[config.mk]
export PLATFORM = sky130hd
export DESIGN_NAME = muldiv_unit
export DESIGN_NICKNAME = d
export VERILOG_FILES = /design/src/rtl/muldiv_unit.sv
export SDC_FILE = /design/constraint.sdc
export NUM_CORES = 1
export LEC_CHECK = 0
export BUFFER_PORTS_ARGS = -buffer_cell sky130_fd_sc_hd__buf_4
export CORE_MARGIN = 5
export CORE_UTILIZATION = 25
export CTS_CLUSTER_DIAMETER = 40
export CTS_CLUSTER_SIZE = 20
export DETAILED_ROUTE_END_ITERATION = 8
export GPL_ROUTABILITY_DRIVEN = 0
export GPL_TIMING_DRIVEN = 1
export PLACE_DENSITY = 0.51
export RECOVER_POWER = 100
export SYNTH_ARGS = -nofsm -noshare
export SYNTH_HDL_FRONTEND = slang
export SYNTH_SLANG_ARGS = --single-unit
export TNS_END_PERCENT = 10
[constraint.sdc]
create_clock -name clk -period 6.5 [get_ports clk]
set_input_delay 1.3 -clock clk [delete_from_list [all_inputs] [get_ports clk]]
set_output_delay 1.3 -clock clk [all_outputs]
set_load 0.05 [all_outputs]
[src/rtl/muldiv_unit.sv]
// muldiv_unit: iterative 32x32 multiply / divide unit with HI/LO result registers.
// Each operation takes 32 shift-add or restoring-divide steps followed by one
// sign-fix step. The unit reports busy while it works and pulses done once the
// result is in HI/LO. While the unit is idle, HI and LO can also be written directly.
module muldiv_unit (
    input  logic        clk,
    input  logic        reset,
    input  logic        start,
    input  logic [1:0]  op,
    input  logic [31:0] a,
    input  logic [31:0] b,
    input  logic        wr_hi,
    input  logic        wr_lo,
    input  logic [31:0] wdata,
    output logic [31:0] hi,
    output logic [31:0] lo,
    output logic        busy,
    output logic        done
);

    typedef enum logic [1:0] {
        S_IDLE = 2'd0,
        S_ITER = 2'd1,
        S_FIX  = 2'd2
    } state_t;

    state_t      state;
    state_t      state_next;
    logic [5:0]  cnt;
    logic [63:0] acc;        // multiply: {partial product, multiplier}; divide: {remainder, quotient}
    logic [31:0] operand;    // multiply: multiplicand magnitude; divide: divisor magnitude
    logic        is_div;
    logic        neg_res;
    logic        neg_rem;
    logic        div_zero;

    logic        accept;
    logic        signed_op;
    logic [31:0] mag_a;
    logic [31:0] mag_b;
    logic [32:0] mul_sum;
    logic [32:0] div_shift;
    logic        div_ge;
    logic [31:0] div_diff;
    logic [63:0] acc_step;
    logic [63:0] prod_fix;
    logic [31:0] quo_fix;
    logic [31:0] rem_fix;

    // Operand magnitudes at capture time, plus one multiply or divide step on acc.
    always_comb begin
        accept    = (state == S_IDLE) && start;
        signed_op = ~op[0];
        mag_a     = (signed_op && a[31]) ? -a : a;
        mag_b     = (signed_op && b[31]) ? -b : b;
        mul_sum   = {1'b0, acc[63:32]} + {1'b0, (acc[0] ? operand : 32'd0)};
        div_shift = acc[63:31];
        div_ge    = div_shift >= {1'b0, operand};
        div_diff  = div_shift[31:0] - operand;
        acc_step  = '0;
        if (is_div) begin
            // A failed trial subtraction only shifts, so the remainder is restored for free.
            if (div_ge) acc_step = {div_diff, acc[30:0], 1'b1};
            else        acc_step = {acc[62:0], 1'b0};
        end else begin
            acc_step = {mul_sum, acc[31:1]};
        end
    end

    // Sign correction of the raw magnitude result; divide-by-zero forces an all-ones quotient.
    always_comb begin
        prod_fix = neg_res ? -acc : acc;
        rem_fix  = neg_rem ? -acc[63:32] : acc[63:32];
        quo_fix  = '1;
        if (!div_zero) quo_fix = neg_res ? -acc[31:0] : acc[31:0];
    end

    // State register.
    always_ff @(posedge clk) begin
        if (reset) state <= S_IDLE;
        else       state <= state_next;
    end

    // Next-state logic and busy flag.
    always_comb begin
        state_next = state;
        busy       = (state != S_IDLE);
        case (state)
            S_IDLE:  if (start) state_next = S_ITER;
            S_ITER:  if (cnt == 6'd31) state_next = S_FIX;
            S_FIX:   state_next = S_IDLE;
            default: state_next = S_IDLE;
        endcase
    end

    // Operand capture, iteration counter and datapath accumulator.
    always_ff @(posedge clk) begin
        if (reset) begin
            cnt      <= '0;
            acc      <= '0;
            operand  <= '0;
            is_div   <= 1'b0;
            neg_res  <= 1'b0;
            neg_rem  <= 1'b0;
            div_zero <= 1'b0;
        end else if (accept) begin
            cnt      <= '0;
            is_div   <= op[1];
            neg_res  <= signed_op && (a[31] ^ b[31]);
            neg_rem  <= signed_op && a[31] && op[1];
            div_zero <= op[1] && (b == 32'd0);
            operand  <= op[1] ? mag_b : mag_a;
            acc      <= op[1] ? {32'd0, mag_a} : {32'd0, mag_b};
        end else if (state == S_ITER) begin
            cnt <= cnt + 6'd1;
            acc <= acc_step;
        end else if (state == S_FIX) begin
            cnt <= '0;
        end
    end

    // HI/LO registers: result load at the end of FIX, direct writes only while idle.
    always_ff @(posedge clk) begin
        if (reset) begin
            hi <= '0;
            lo <= '0;
        end else if (state == S_FIX) begin
            if (is_div) begin
                hi <= rem_fix;
                lo <= quo_fix;
            end else begin
                hi <= prod_fix[63:32];
                lo <= prod_fix[31:0];
            end
        end else if (state == S_IDLE) begin
            if (wr_hi) hi <= wdata;
            if (wr_lo) lo <= wdata;
        end
    end

    // One-cycle completion pulse following the result load.
    always_ff @(posedge clk) begin
        if (reset) done <= 1'b0;
        else       done <= (state == S_FIX);
    end

endmodule

---- After elaboration in Yosys (flattened, before gate mapping) ----
Index checks and enable logic that the tools add are counted.
storage, ports and cells
  register bits after elaboration ......... 173
  latch bits .............................. 0
  bits in writable memories ............... 0
  bits in read-only memories .............. 0
  input bits .............................. 103
  output and inout bits ................... 66
  logic and storage cells ................. 71
  memories kept ........................... 0
operators by class
  add/subtract/negate cells ............... 8
  multiply operators ...................... 0
  div/mod/pow operators ................... 0
  order comparisons ....................... 1
  equal/unequal tests ..................... 5
  shift operators ......................... 0
  mux-type cells .......................... 26
  bitwise operators ....................... 2
  reduce and logical (&&, ||, !) cells .... 18
operators by type and width
  cell                                                             count
  32-bit two-way mux                                               16
  64-bit two-way mux                                               5
  32-bit negation                                                  4
  64-bit negation                                                  1
  32-bit by 32-bit adder with 33-bit output                        1
  33-bit by 32-bit greater-or-equal comparator with 1-bit output   1
  32-bit logical NOT                                               1
  32-bit subtractor                                                1
  6-bit two-way mux                                                2
  2-bit nonzero test                                               6
  6-bit by 1-bit adder with 6-bit output, second input constant    1
  6-bit by 5-bit == test with 1-bit output, second input constant  1
  1-bit logical AND                                                6
  2-bit AND reduction                                              3
  2-bit two-way mux                                                2
  2-bit != test, second input constant                             2
  2-bit case mux with 2 select lines                               1
  2-bit by 1-bit == test with 1-bit output, second input constant  1
  2-bit == test, second input constant                             1
  2-bit logical NOT                                                1
  2-bit OR reduction                                               1
  1-bit inverter                                                   1
  1-bit XOR                                                        1

---- Depth between registers and ports, before layout ----
  depth after elaboration ................. 5
  depth in mapped cells ................... 15
  mapped depth without buffers ............ 14

---- Worst setup path after synthesis ----
Ideal clock, no wire load.
  path type ............................... input to register
  start ................................... input b[5]
  end ..................................... register acc[30]
  arrival ................................. 3516 ps
  path slack .............................. 2914 ps
  stages on the path ...................... 9
  cell sequence ........................... or4_1 nor4_1 nor3b_1 nand2_1 or2_1 o21ai_0 xnor2_1 o211ai_1 a21oi_1
between the ends
  cells in the longest elaborated chain, start to end .. 4
ends and longest elaborated chain
  item                  RTL line  source
  start, declared       11        input logic [31:0] b,
  32-bit negation       55        mag_b = (signed_op && b[31]) ? -b : b;
  32-bit two-way mux    55
  32-bit two-way mux    113       acc <= op[1] ? {32'd0, mag_a} : {32'd0, mag_b};
  64-bit two-way mux    106       end else if (accept) begin
  end signal, assigned  113
  end signal, assigned  116       acc <= acc_step;
  end, declared         30        logic [63:0] acc;
No other way between the ends.
A chain may end at the register's enable or synchronous reset.

---- Worst setup path in the final report ----
  start ................................... register state[0]
  end ..................................... register acc[33]
between the ends
  cells in the longest elaborated chain, start to end .. 3
ends and longest elaborated chain
  item                                                      RTL line  source
  start, declared                                           27        state_t state;
  start signal, assigned                                    81        else state <= state_next;
  2-bit logical NOT                                         52        accept = (state == S_IDLE) && start;
  1-bit logical AND                                         52
  64-bit two-way mux or 2-bit nonzero test (tied branches)  n/a
Several ways; a longest one is shown, not always the timed one.

==> results_dict.tcl <==
set metrics [dict create \
    nFillCells 6507 \
    via_count 15500 \
    die_area_mm2 0.0644 \
    fin_nets 2248 \
    seq_area_mm2 0.00347 \
    ys_async_sr_fraction 0 \
    diodes 0 \
    wl_mm 59.7 \
    die_x_um 254 \
    post_dp_cell_area_mm2 0.0167 \
    yosys.area.top_type "dfxtp_1" \
    r2r-start "state[0]$_SDFFE_PP0P_" \
    cts_resized 0 \
    critPathKind "reg2reg" \
    r2r-end "acc[33]$_SDFFE_PP0P_" \
    synth.most_common_cell "nand2_1" \
    grt_pass1_vias 14500 \
    htreeDepth 4 \
    fin_area_mm2 0.0170 \
    cp_slowest_cell "clkbuf_1" \
    combPwrFrac 0.342 \
    grt_first_pass_wirelength_mm 88.3 \
    ys.flop_type "dfxtp_1" \
    irDropWorstVdd_mv 0.189 \
    timing.fmax_mhz 190 \
    cp-start-kind "flop" \
    period_share 0.811 \
    wl_per_cell_um 20.9 \
    totalPowerFinal_mw 3.58 \
    dp_hpwl_mm 45.6 \
    p_int_mw 2.15 \
    drt_iter0_markers 1430 \
    worst_ep_arrival_time_ns 5.62 \
    violations "max-capacitance violations, max-slew violations" \
    power.leakage_nw 6.55 \
    crit_path_cell_trace "inv_1 -> ha_1 -> clkbuf_1 -> inv_1 -> nor2_4 -> clkbuf_2 -> nor2_1 -> a31o_2" \
    antenna_left 0 \
    cts_hold_buffers 0 \
    max-slew-margin-rel -0.675 \
    post_drt_via_cell_ratio 5.43 \
    worstMarginPinSlew_ns 2.51 \
    muxShareOfSynthArea 0.0542 \
    hold_violations 0 \
    cts.sinks 173 \
    multiInputGateArea_mm2 0.0105 \
    crit_path_frequent_cell "inv_1" \
    ys_types 79 \
    syn_nets 2188 \
    cts_buffer_depth 2 \
    placeableCoreArea_mm2 0.0589 \
    rsz0062_at_grt "no" \
    p_switching_mw 1.43 \
    hold_class "reg2reg" \
    ys.warnings.count 0 \
    drt-pass1-iter-count 5 \
    cts_tree "done" \
    layout-drive-gt1-share 0.0854 \
    num_io_pins 169 \
    hold_depth 2 \
    synth_compound_area_frac 0.283 \
    worstPathMaxFanout 69 \
    portBuffers 168 \
    skew_ns 0.0136 \
    cts_buffers 17 \
    clk_latency_ns 0.46 \
    end_kind "flop" \
    post_synth_main_area_contributors "dfxtp_1 (23%), xnor2_1 (6.1%), a21oi_1 (6.1%), ha_1 (6.1%), a211oi_1 (5.8%)" \
    drv_slew 179 \
    synth_xor_area_frac 0.104 \
    synth_top_family_by_area "compound AO/OA/AOI/OAI gates" \
    worstPathRequired_ns 6.85 \
    clk_pin_slew_ns 0.08 \
    drc 0 \
    synth_top_area_frac 0.233 \
    initial_core_util 0.252 \
    ff2ff_path_depth 8 \
    grt_use_total 0.176 \
    synth-seq-area-share 0.233 \
    antenna_found_initial 0 \
    cts_setup_buffers 0 \
    tns_ns 0 \
    synthCells 2011 \
    fp.dieH_um 254 \
    netlist_area_mm2 0.0149 \
    swShare 0.400 \
    power_density_mw_per_mm2 211 \
    p_seq_frac 0.345 \
    grt_max_degree 83 \
    critPathLaunch "state[0]$_SDFFE_PP0P_" \
    holdPathEnd "operand[16]$_SDFFE_PP0P_" \
    r2r_slack_ns 1.23 \
    ys_seq_elements 173 \
    min-delay-start "operand[16]$_SDFFE_PP0P_" \
    pwr-share-clk 0.312 \
    root_buffer "clkbuf_16" \
    grt_remaining_overflow 0 \
    synthAdderAreaFrac 0.0633 \
    synthSimpleGateAreaFrac 0.201 \
    synth_commonest_cells "nand2_1 (210), a21oi_1 (180), dfxtp_1 (173)" \
    setup_violations 0 \
    maxCapViolations 3 \
    area.growth.synth_to_final_pct 14.2 \
    synth-edff-count 0 \
    syn_area_per_cell_um2 7.39 \
    slowest_delay_ns 1.43 \
    rows 89 \
    status "finished, violations left" \
    fin_crit_ns 5.27 \
]
sequential cells by signal (all words and copies together) (netlist names):
register and count:
neg_rem 1, cnt 6, operand 32, acc 64, state 2, neg_res 1, div_zero 1, lo 32
is_div 1, done 1, hi 32
routing by layer:
layer | vias up | GRT usage | part of all wire
met5 | - | 0 | 0
met4 | 0 | 0.0482 | 0.023
met3 | 58 | 0.0215 | 0.063
met2 | 574 | 0.297 | 0.47
met1 | 7477 | 0.236 | 0.44
li1 | 7410 | - | -
cell usage in the layout (no fill, tap or decap), types with 7 or more instances in the layout:
| cell | synthesis | routed |
|---|---|---|
| or3_1 | 18 | 19 |
| clkbuf_16 | 0 | 17 |
| nand4_1 | 13 | 13 |
| nand2b_1 | 22 | 22 |
| o211ai_1 | 74 | 74 |
| a21oi_1 | 180 | 179 |
| nand3_1 | 31 | 31 |
| o41ai_1 | 8 | 9 |
| a21o_1 | 36 | 36 |
| a22oi_1 | 11 | 11 |
| dfxtp_1 | 173 | 172 |
| nand2_1 | 210 | 209 |
| nor3_1 | 42 | 42 |
| and3_1 | 58 | 58 |
| clkbuf_1 | 116 | 69 |
| o21ai_0 | 119 | 121 |
| o21a_1 | 10 | 10 |
| buf_4 | 2 | 116 |
| nor4_1 | 18 | 18 |
| mux2i_1 | 76 | 76 |
| o31ai_1 | 21 | 21 |
| a211oi_1 | 114 | 115 |
| inv_1 | 75 | 75 |
| nor2_1 | 163 | 162 |
| nor2b_1 | 14 | 14 |
| a31oi_1 | 13 | 13 |
| o22ai_1 | 20 | 20 |
| or2_2 | 9 | 9 |
| xnor2_1 | 103 | 103 |
| xor2_1 | 74 | 74 |
| or4_1 | 6 | 7 |
| ha_1 | 72 | 70 |
critical path: cells and delay by family, from the launching register on:
family	cells	cell delay, ns
buf+inv	4	3.30
fa+ha+maj	1	0.14
flops	1	0.34
simple gates	2	0.92
compound gates	1	0.44
layout make-up:
| type | instances | area share |
|---|---|---|
| Clock inverter | 15 | 0.0119 |
| Tap cell | 773 | 0.0570 |
| Clock buffer | 17 | 0.0251 |
| Multi-Input combinational cell | 1616 | 0.618 |
| Inverter | 76 | 0.0168 |
| Sequential cell | 173 | 0.204 |
| Timing Repair Buffer | 187 | 0.0671 |
how the worst max path moves through the flow:
stage | cells past startpoint | to
floorplan | 9 | acc[30]$_SDFFE_PP0P_
global placement | 11 | operand[14]$_SDFFE_PP0P_
detailed placement | 13 | acc[62]$_SDFFE_PP0P_
CTS | 13 | acc[62]$_SDFFE_PP0P_
global route | 8 | acc[33]$_SDFFE_PP0P_
finish | 8 | acc[33]$_SDFFE_PP0P_
stage by stage:
| stage | setup WS, ns | hold WS [ns] | instances | utilization |
|---|---|---|---|---|
| 2_1_floorplan | 2.91 | 0.432 | 2011 | - |
| 3_3_place_gp | 2.34 | 0.443 | 2825 | 0.283 |
| 3_5_place_dp | 2.29 | 0.445 | 2825 | 0.283 |
| 4_1_cts | 2.26 | 0.456 | 2857 | 0.293 |
| 5_1_grt | 0.892 | 0.468 | 2857 | 0.288 |
| 6_report | 1.23 | 0.452 | 2857 | 0.288 |
logic make-up (layout without fill, tap and decap cells):
logic type	count (synthesis)	count (layout)
AOI/OAI and AO/OA	653	653
xor gates and xnor gates	177	177
adders and majority gates	74	74
buffers and inverters	222	295
DFF	173	173
muxes	80	80
and+or+nand+nor	632	632
power groups by stage:
| stage | Combinational [mW] | Clock [mW] | Sequential [mW] |
|---|---|---|---|
| 6_report | 1.23 | 1.12 | 1.24 |
| 5_1_grt | 1.33 | 1.17 | 1.25 |
| 2_1_floorplan | 0.792 | 0 | 1.30 |
| 3_5_place_dp | 1.24 | 0 | 1.26 |
| 4_1_cts | 1.25 | 1.14 | 1.24 |
| 3_3_place_gp | 1.24 | 0 | 1.26 |
Power figures use the tool's default switching activity.
